<file path="config.mk">
export PLATFORM = sky130hd
export DESIGN_NAME = fx2_stream_in_ctrl
export DESIGN_NICKNAME = d
export VERILOG_FILES = /design/src/rtl/fx2_stream_in_ctrl.sv
export SDC_FILE = /design/constraint.sdc
export NUM_CORES = 1
export LEC_CHECK = 0
export CAP_MARGIN = 30
export CORE_ASPECT_RATIO = 0.75
export CORE_MARGIN = 3
export CORE_UTILIZATION = 55
export DETAILED_ROUTE_END_ITERATION = 8
export PLACE_DENSITY = 0.86
export SYNTH_ARGS = -nofsm -noshare
export SYNTH_HDL_FRONTEND = slang
export SYNTH_SLANG_ARGS = --single-unit
export TNS_END_PERCENT = 100
</file>
<file path="constraint.sdc">
create_clock -name clk -period 2.73 [get_ports clk]
set_input_delay 0.819 -clock clk [delete_from_list [all_inputs] [get_ports clk]]
set_output_delay 0.819 -clock clk [all_outputs]
set_load 0.01 [all_outputs]
</file>
<file path="src/rtl/fx2_stream_in_ctrl.sv">
// fx2_stream_in_ctrl
// Buffers upstream words in a small FIFO and writes them into the FX2 slave
// FIFO endpoint, honouring the endpoint FULL flag. It counts words within the
// current USB packet. A partial packet is committed with PKTEND either on a
// flush request or after an idle timeout. Full packets are committed by the
// FX2 itself.
module fx2_stream_in_ctrl #(
  parameter int         DATA_W     = 16,
  parameter int         FIFO_DEPTH = 16,
  parameter int         PKT_LEN    = 256,
  parameter int         TIMEOUT    = 1024,
  parameter logic [1:0] FADDR      = 2'b10
) (
  input  logic                          clk,
  input  logic                          reset_n,
  input  logic                          enable,
  input  logic                          in_valid,
  input  logic [DATA_W-1:0]             in_data,
  output logic                          in_ready,
  input  logic                          flush,
  input  logic                          flagd_n,
  output logic [DATA_W-1:0]             fd,
  output logic [1:0]                    faddr,
  output logic                          slwr_n,
  output logic                          slrd_n,
  output logic                          sloe_n,
  output logic                          pkt_end_n,
  output logic [$clog2(FIFO_DEPTH):0]   level
);

  localparam int AW  = $clog2(FIFO_DEPTH);
  localparam int LW  = AW + 1;
  localparam int WCW = (PKT_LEN > 1) ? $clog2(PKT_LEN) : 1;
  localparam int TW  = 16;

  localparam logic [LW-1:0]  LEVEL_FULL = LW'(FIFO_DEPTH);
  localparam logic [WCW-1:0] WC_LAST    = WCW'(PKT_LEN - 1);
  localparam logic [TW-1:0]  TMO_LIMIT  = TW'(TIMEOUT);

  typedef enum logic [1:0] {
    S_IDLE   = 2'd0,
    S_WRITE  = 2'd1,
    S_PKTEND = 2'd2
  } state_t;

  // Buffer storage and pointers
  logic [DATA_W-1:0] mem [FIFO_DEPTH];
  logic [AW-1:0]     wr_ptr_reg;
  logic [AW-1:0]     rd_ptr_reg;
  logic [LW-1:0]     level_reg;

  // Controller state and registered pin drivers
  state_t            state_reg;
  logic [DATA_W-1:0] fd_reg;
  logic              slwr_n_reg;
  logic              pkt_end_n_reg;
  logic [WCW-1:0]    wc_reg;
  logic              flush_pend_reg;
  logic [TW-1:0]     tmo_reg;

  logic fifo_full;
  logic fifo_empty;
  logic push;
  logic can_write;
  logic pop;
  logic tmo_hit;
  logic pe_fire;

  assign fifo_full  = (level_reg == LEVEL_FULL);
  assign fifo_empty = (level_reg == '0);
  assign push       = in_valid && !fifo_full;

  // A write edge is possible whenever the host side permits it and data waits
  assign can_write  = enable && flagd_n && !fifo_empty;

  // Words leave the buffer only on edges where the FX2 strobe is driven low
  assign pop        = (state_reg == S_WRITE) && can_write;

  // Timeout only counts while a partial packet is outstanding; 0 disables it
  assign tmo_hit    = (TIMEOUT != 0) && (tmo_reg >= TMO_LIMIT);

  // Commit a partial packet once it is safe: flag not full, something to
  // commit, and either a drained flush or an expired idle timer
  assign pe_fire    = (state_reg == S_IDLE) && flagd_n && (wc_reg != '0) &&
                      ((flush_pend_reg && fifo_empty) || tmo_hit);

  // Buffer write port; no reset so the array can map to block RAM
  always_ff @(posedge clk) begin
    if (push) begin
      mem[wr_ptr_reg] <= in_data;
    end
  end

  // Buffer pointers and occupancy
  always_ff @(posedge clk or negedge reset_n) begin
    if (!reset_n) begin
      wr_ptr_reg <= '0;
      rd_ptr_reg <= '0;
      level_reg  <= '0;
    end else begin
      if (push) begin
        wr_ptr_reg <= wr_ptr_reg + 1'b1;
      end
      if (pop) begin
        rd_ptr_reg <= rd_ptr_reg + 1'b1;
      end
      case ({push, pop})
        2'b10:   level_reg <= level_reg + 1'b1;
        2'b01:   level_reg <= level_reg - 1'b1;
        default: level_reg <= level_reg;
      endcase
    end
  end

  // Write/commit sequencer with registered strobes and data bus
  always_ff @(posedge clk or negedge reset_n) begin
    if (!reset_n) begin
      state_reg     <= S_IDLE;
      fd_reg        <= '0;
      slwr_n_reg    <= 1'b1;
      pkt_end_n_reg <= 1'b1;
    end else begin
      case (state_reg)
        S_IDLE: begin
          slwr_n_reg    <= 1'b1;
          pkt_end_n_reg <= 1'b1;
          if (pe_fire) begin
            // The strobe is low for exactly the one cycle spent in S_PKTEND
            pkt_end_n_reg <= 1'b0;
            state_reg     <= S_PKTEND;
          end else if (can_write) begin
            state_reg <= S_WRITE;
          end
        end
        S_WRITE: begin
          pkt_end_n_reg <= 1'b1;
          if (can_write) begin
            fd_reg     <= mem[rd_ptr_reg];
            slwr_n_reg <= 1'b0;
          end else begin
            // fd keeps the last written word while the strobe is released
            slwr_n_reg <= 1'b1;
            state_reg  <= S_IDLE;
          end
        end
        S_PKTEND: begin
          pkt_end_n_reg <= 1'b1;
          slwr_n_reg    <= 1'b1;
          state_reg     <= S_IDLE;
        end
        default: begin
          slwr_n_reg    <= 1'b1;
          pkt_end_n_reg <= 1'b1;
          state_reg     <= S_IDLE;
        end
      endcase
    end
  end

  // Packet word count, sticky flush request and idle timer
  always_ff @(posedge clk or negedge reset_n) begin
    if (!reset_n) begin
      wc_reg         <= '0;
      flush_pend_reg <= 1'b0;
      tmo_reg        <= '0;
    end else if (pe_fire) begin
      wc_reg         <= '0;
      flush_pend_reg <= 1'b0;
      tmo_reg        <= '0;
    end else begin
      if (pop) begin
        // A full packet is committed by the FX2 itself, so just wrap
        wc_reg <= (wc_reg == WC_LAST) ? '0 : wc_reg + 1'b1;
      end
      // With nothing counted in the current packet a flush has nothing to
      // commit; this also drops a request left over from a full-packet wrap
      if (wc_reg == '0) begin
        flush_pend_reg <= 1'b0;
      end else if (flush) begin
        flush_pend_reg <= 1'b1;
      end
      if (pop) begin
        tmo_reg <= '0;
      end else if ((wc_reg != '0) && (tmo_reg < TMO_LIMIT)) begin
        tmo_reg <= tmo_reg + 1'b1;
      end
    end
  end

  assign in_ready  = !fifo_full;
  assign level     = level_reg;
  assign fd        = fd_reg;
  assign slwr_n    = slwr_n_reg;
  assign pkt_end_n = pkt_end_n_reg;
  assign faddr     = FADDR;
  assign slrd_n    = 1'b1;
  assign sloe_n    = 1'b1;

endmodule

</file>
==> results by group, run 1 <==
Run status
  – Outcome: finished clean

STA
  – Setup WS post-layout: 0.107 ns
  – Max-Slew Margin vs Limit: 35.0%
  – Final hold violations: 0
  – Max frequency: 381 MHz
  – Unrepaired setup endpoints after global routing: false
  – Min Tclk post-route: 2.62 ns
  – Slew Viols, Final: 0
  – Skew final: 0.0232 ns
  – Count of final setup violators: 0
  – Period utilisation layout: 96.1%
  – Setup_tns: 0 ns
  – Actual transition at the worst max-transition pin: 0.965 ns

Synthesis
  – Cell Area, Synth: 0.0126 mm2
  – Main synth FF type: edfxtp_1
  – FF+latch count, synth: 314
  – Synth Area in Adders: 1.29%
  – Library cells used by synthesis: 54
  – Post-synth EDFFs: 256
  – Syn avg cell area: 18.3 um2
  – Asr flop ratio synth: 18.5%
  – Largest family of logic cells by synthesized area: multiplexers
  – Synth Area in Simple Gates: 4.71%
  – Warnings, synthesis: 0
  – Seq/Total Area, Yosys: 72.4%
  – Xor and xnor area share after synthesis: less than 1%
  – Cells after synthesis: 690
  – Mux contribution to synthesized area: 13.0%
  – Synth Area in Compound Gates: 5.45%

Setup path
  – FF-to-FF setup slack: 0.11 ns
  – CP max stage cell: or4_4
  – Top delay family on crit path: compound AO/OA/AOI/OAI gates
  – FF-to-FF Start: level[2]
  – Startpoint types: register
  – Worst EP required: approximately 3.2 ns
  – Reg2Reg Depth: 10
  – Crit. End Element: register
  – Worst path arrival time: 3.04 ns
  – Reg-to-reg endpoint: level[4]
  – Crit-path max cell delay: 0.60 ns
  – Critical-path cell list: or4_4 -> o21ai_4 -> clkinv_4 -> ha_4 -> xor2_1 -> ha_2 -> o211a_1 -> o31ai_1 -> a31oi_1 -> xnor2_1
  – Worst Path Max Fanout: 5
  – WP buf/inv: 1
  – WS Path Type: reg -> reg

Finish
  – Fill count: 1429
  – Max FFs per register: 256
  – Final Util: 66.2%
  – Share of layout cells above drive strength 1: 22.1%
  – Post-layout instance area: 0.0147 mm2
  – Commonest non-fill, non-tap cell in the layout: edfxtp_1
  – Non-filler instance count after layout: 1094
  – Most frequent cells in the layout: edfxtp_1 (256), mux4_2 (64), dfrtp_1 (53), clkdlybuf4s50_1 (43), buf_4 (40)
  – # diodes: 0
  – Synth-to-Final Area Change: 16.7%
  – Nets: 812

Drt
  – Antenna Nets Post-Route: 0
  – Starting DRT DRC Count: roughly 790
  – 1st-pass router iterations: 5
  – DR vias: between 6000 and 7000
  – Vias per inst: 6.23
  – WL final: between 20 and 30 mm
  – DRC Markers: 0
  – DR WL/cell: 24.0 um

Clock tree
  – Clk sink count: ~310
  – Root Driver: clkbuf_16
  – Post-CTS Setup Repair Bufs: 0
  – Clk buf depth: 3
  – CTS Buf Count: 29
  – Clk Latency, worst-skew pair: ~0.55 ns
  – Clock-pin slew on the worst setup and hold paths: 0.06 ns
  – CTS tree: built
  – H-tree levels: 1
  – Post-CTS Hold Buffers: 0

Die
  – Top Ports: 50
  – Initial Util: ~57%
  – Die Wd: 181 um
  – Die H: 137 um
  – Floorplan Core Area: 0.0223 mm2
  – Die ar.: 0.0248 mm2
  – Row count: 47

Place
  – # port buffers: 45
  – Post-Place Setup Slack: -0.225 ns
  – Placed insts: ~1000
  – Placed Area: 0.0138 mm2
  – Placer Congestion: ~0.8
  – DPL Wire Length: between 15 and 20 mm

Job
  – Maxcap violations: 0

Power
  – Power density cells: 967 mW/mm2
  – Lkg Pwr: 0.00517 uW
  – Max VDD drop: 0.000694 V

GRT
  – Initial antenna violation count: 0
  – Tot GR Track Use: between 20% and 30%
  – Global-route wire length before repair: just over 40 mm
  – Vias in the first global route: 7204
  – GRT overflow: 0
  – Largest net degree at the start of global routing: between 40 and 50

Min path
  – Worst min path class: in -> async
[kinds of logic (layout without fill, tap and decap cells)]
group,after synthesis,count (layout)
and+or+nand+nor,107,107
other,2,4
xor gates and xnor gates,14,14
buffers and inverters,59,167
muxes,84,84
DFF,314,314
AOI/OAI and AO/OA,97,97
adders and majority gates,13,13
[how the worst max path moves through the flow]
stage / from / end / slack [ns] / cells after the start
floorplan: level[2] / level[4] / -0.05 / 12
global placement: enable / level[4] / -0.16 / 11
detailed placement: flagd_n / level[4] / -0.22 / 11
CTS: level[1] / in_ready / 0.08 / 4
global route: level[2] / level[4] / 0.02 / 10
finish: level[2] / level[4] / 0.11 / 10
[area by class of cell]
cell class	instances	area [um2]	share of cell area, %
flip-flops and latches	314	9150	62.0
multi-input cells	319	3290	22.3
repair buffers	97	985	6.68
clock buffers	40	777	5.27
well taps	294	368	2.49
clock inverters	14	119	0.806
inverters	16	65.1	0.441
[worst register-to-register path, stage by stage, from the launching register on]
cell and delay (ns):
dfrtp_1 0.39, or4_4 0.60, o21ai_4 0.22, clkinv_4 0.08
ha_4 0.18, xor2_1 0.15, ha_2 0.19, o211a_1 0.22
o31ai_1 0.25, a31oi_1 0.10, xnor2_1 0.14
[cells in the mapped netlist (all sizes together), types with 5 or more instances]
master    n  area share [%]
edfxtp  256              61
o31ai     8            0.48
or4      10            0.62
buf      24             1.1
xnor2     9            0.62
nand2    21            0.62
dfrtp    56              11
clkbuf   19            0.56
inv      15            0.45
and3      7            0.35
nor3      6            0.24
a21oi    33             1.3
nor2     23            0.68
nor2b    16            0.79
o21ai    11            0.47
ha       13             1.3
a211o    15             1.0
xor2      5            0.35
mux2i    18             1.4
mux4     64              11
a22o     15             1.0
[per-stage QoR]
stage                     power, uW  hold WS, ns
after floorplan                8990        0.453
after global placement        10300        0.484
after detailed placement      10500        0.501
after CTS                     14300        0.244
after global routing          14900        0.259
final                         14300        0.238
[per-layer routing]
layer,routed length [um],vias to the layer above,track usage (%)
met5,0,-,0
met1,10800,3564,30.1
met2,13100,269,36.3
met4,493,0,4.86
li1,-,2928,-
met3,1900,50,4.04
[timing repair]
action | in CTS | in global routing
gates resized for setup | 2 | 1
hold endpoints to repair | 0 | 0
cloned | 0 | 0
setup endpoints to repair | 1 | 1
[power breakdown]
group | internal (uW) | switching (uW)
Combinational | 2090 | 1990
Clock | 2170 | 1670
Sequential | 5860 | 461
Total | 10100 | 4130
Note: power is estimated with default switching activity, not from simulation.
==> inputs of run 2 (changes only) <==
CORE_MARGIN = 10   (was 3)
CTS_CLUSTER_DIAMETER = 30   (was not set)
==> run 2 against run 1 <==
  * Critical path depth is 6 lower
  * Fmax fell by 0.50%
  * Wire length increased by 5.3%
  * Largest cell class unchanged
  * Clock-buffer cell count increased by 10
  * Highest routed layer unchanged
==> results by group, run 2 (synthesis gave the netlist of run 1 again) <==
GRT
  – GRT overflow: 0 (unchanged)
  – Vias in the first global route: 7379 (+2.4%)
  – Initial antenna violation count: 0 (unchanged)
  – Largest net degree at the start of global routing: 49 (+4.3%)
  – Tot GR Track Use: 18.8% (-2.8 points)
  – Global-route wire length before repair: 42.7 mm (+3.2%)

Finish
  – Max FFs per register: 256 (unchanged)
  – Post-layout instance area: 0.0152 mm2 (+3.2%)
  – Commonest non-fill, non-tap cell in the layout: edfxtp_1
  – Multi-input gate area: 0.00328 mm2 (-0.27%)
  – Sequential cell area: 0.00915 mm2 (unchanged)
  – Most frequent cells in the layout: edfxtp_1 (256), mux4_2 (64), dfrtp_1 (53), buf_4 (50)
  – Nets: 831 (+2.3%)
  – Share of layout cells above drive strength 1: 26.2% (+4.1 points)
  – Non-filler instance count after layout: 1123 (+2.7%)
  – Final Util: 68.1% (+1.9 points)
  – # diodes: 0 (unchanged)
  – Synth-to-Final Area Change: 20.5%
  – Fill count: 1352 (-5.4%)

Setup path
  – Crit. End Element: primary output
  – Crit. Startpoint: level[1]
  – FF-to-FF Start: level[2]
  – Worst EP required: 1.91 ns (-1.24 ns)
  – Startpoint types: register
  – Worst path arrival time: 1.82 ns (-1.22 ns)
  – WS Path Type: reg -> out
  – Worst Path Max Fanout: 8 (+3)

STA
  – Max-Slew Margin vs Limit: 53.5% (+19 points)
  – Skew final: 0.0171 ns (-0.00613 ns)
  – Min Tclk post-route: 2.64 ns (+0.0133 ns)
  – Slew Viols, Final: 0 (unchanged)
  – Count of final setup violators: 0 (unchanged)
  – Final hold violations: 0 (unchanged)
  – Worst hold margin: 0.296 ns (+0.0574 ns)
  – Unrepaired setup endpoints after global routing: false
  – Setup_tns: 0 ns (unchanged)
  – Period utilisation layout: 96.6% (+0.49 points)
  – Actual transition at the worst max-transition pin: 0.697 ns (-0.268 ns)
  – Max frequency: 379 MHz (-0.50%)

Die
  – Floorplan Core Area: 0.0223 mm2 (+0.26%)
  – Row count: 47 (unchanged)
  – Die Wd: 195 um (+7.7%)
  – Die H: 151 um (+10%)
  – Initial Util: 56.5% (-0.15 points)
  – Die ar.: 0.0295 mm2 (+19%)
  – Top Ports: 50 (unchanged)

Place
  – Placed Area: 0.0138 mm2 (about the same)
  – Placed insts: 1046 (+0.58%)
  – DPL Wire Length: 16.9 mm (+5.8%)
  – Placer Congestion: 0.832 (+4.6%)
  – # port buffers: 45 (unchanged)

Drt
  – WL final: 27.6 mm (+5.3%)
  – Starting DRT DRC Count: 695 (-12%)
  – 1st-pass router iterations: 5 (unchanged)
  – DR vias: 6998 (+2.7%)
  – DR WL/cell: 24.6 um (+2.6%)
  – DRC Markers: 0 (unchanged)
  – Antenna Nets Post-Route: 0 (unchanged)
  – Vias per inst: 6.23 (about the same)

Clock tree
  – CTS Buf Count: 41 (+41%)
  – Clk sink count: 314 (unchanged)
  – Clock-pin slew on the worst setup and hold paths: 0.06 ns (about the same)
  – Root Driver: clkbuf_16
  – Post-CTS Setup Repair Bufs: 0 (unchanged)
  – Clk Latency, worst-skew pair: 0.53 ns (-0.02 ns)
  – Clk buf depth: 3 (unchanged)
  – CTS tree: built
  – H-tree levels: 2 (+1)

Run status
  – Outcome: finished clean

Power
  – Lkg Pwr: 0.00542 uW (+4.9%)
  – Max VDD drop: 0.000626 V (-9.7%)
  – Power density cells: 1030 mW/mm2 (+6.7%)

Min path
  – Worst min path class: in -> async

Job
  – Maxcap violations: 0 (unchanged)
## run 2: cell count changes in the layout (fill, tap and decap cells not counted), sizes merged
cell	change
clkinvlp	+4
clkbuf	+11
inv	+8
buf	+6
## run 2: per-layer routing
layer	part of all wire [%]	global-route usage [%]	vias up
met5	0	0	-
met4	2.1	5.67	0
met3	7.8	3.78	54
met2	49	31.5	315
met1	41	24.5	3658
li1	-	-	2971
## run 2: path summary, 6_finish.rpt
path                            endpoint  slack [ns]  depth (start not counted)
min in group clk               wc_reg[7]        0.50                          1
setup / recovery                in_ready        0.09                          4
max in group asynchronous  rd_ptr_reg[0]        1.68                          2
setup reg to reg                level[3]        0.15                          9
hold reg to reg                wc_reg[7]        0.50                          1
hold / removal                     fd[5]        0.30                          1
## run 2: timing repair
action / CTS / global route
gates resized for setup: 2 / 1
gates cloned: 0 / 0
setup endpoints to repair: 1 / 1
hold buffers: 0 / 0
## run 2: layout make-up
class                      instances  share of cell area [%]
inverter                          16                   0.428
sequential                       314                    60.1
tap                              294                    2.42
timing repair buffer             104                    6.49
clock buffer                      50                    7.37
clock inverter                    26                    1.67
multi-input combinational        319                    21.5
## run 2: power by group
group	internal, uW	leakage, uW	switching, uW
sequential	5860	0.00305	452
clock	3190	0.000664	2090
combinational	2050	0.00171	2040
total	11100	0.00542	4580
## run 2: stage by stage
| step | setup WS [ns] | total power [uW] |
|---|---|---|
| after floorplan | -0.0540 | 8990 |
| after global placement | -0.140 | 10200 |
| after detailed placement | -0.213 | 10500 |
| after CTS | 0.0724 | 15800 |
| after global routing | 0.0278 | 16300 |
| final | 0.0935 | 15700 |
## run 2: critical path, stage by stage (launching register included)
cell and delay, ns:
dfrtp_1 0.37, buf_4 0.17, nor4_2 0.33, nand2_1 0.11, dlygate4sd2_1 0.32
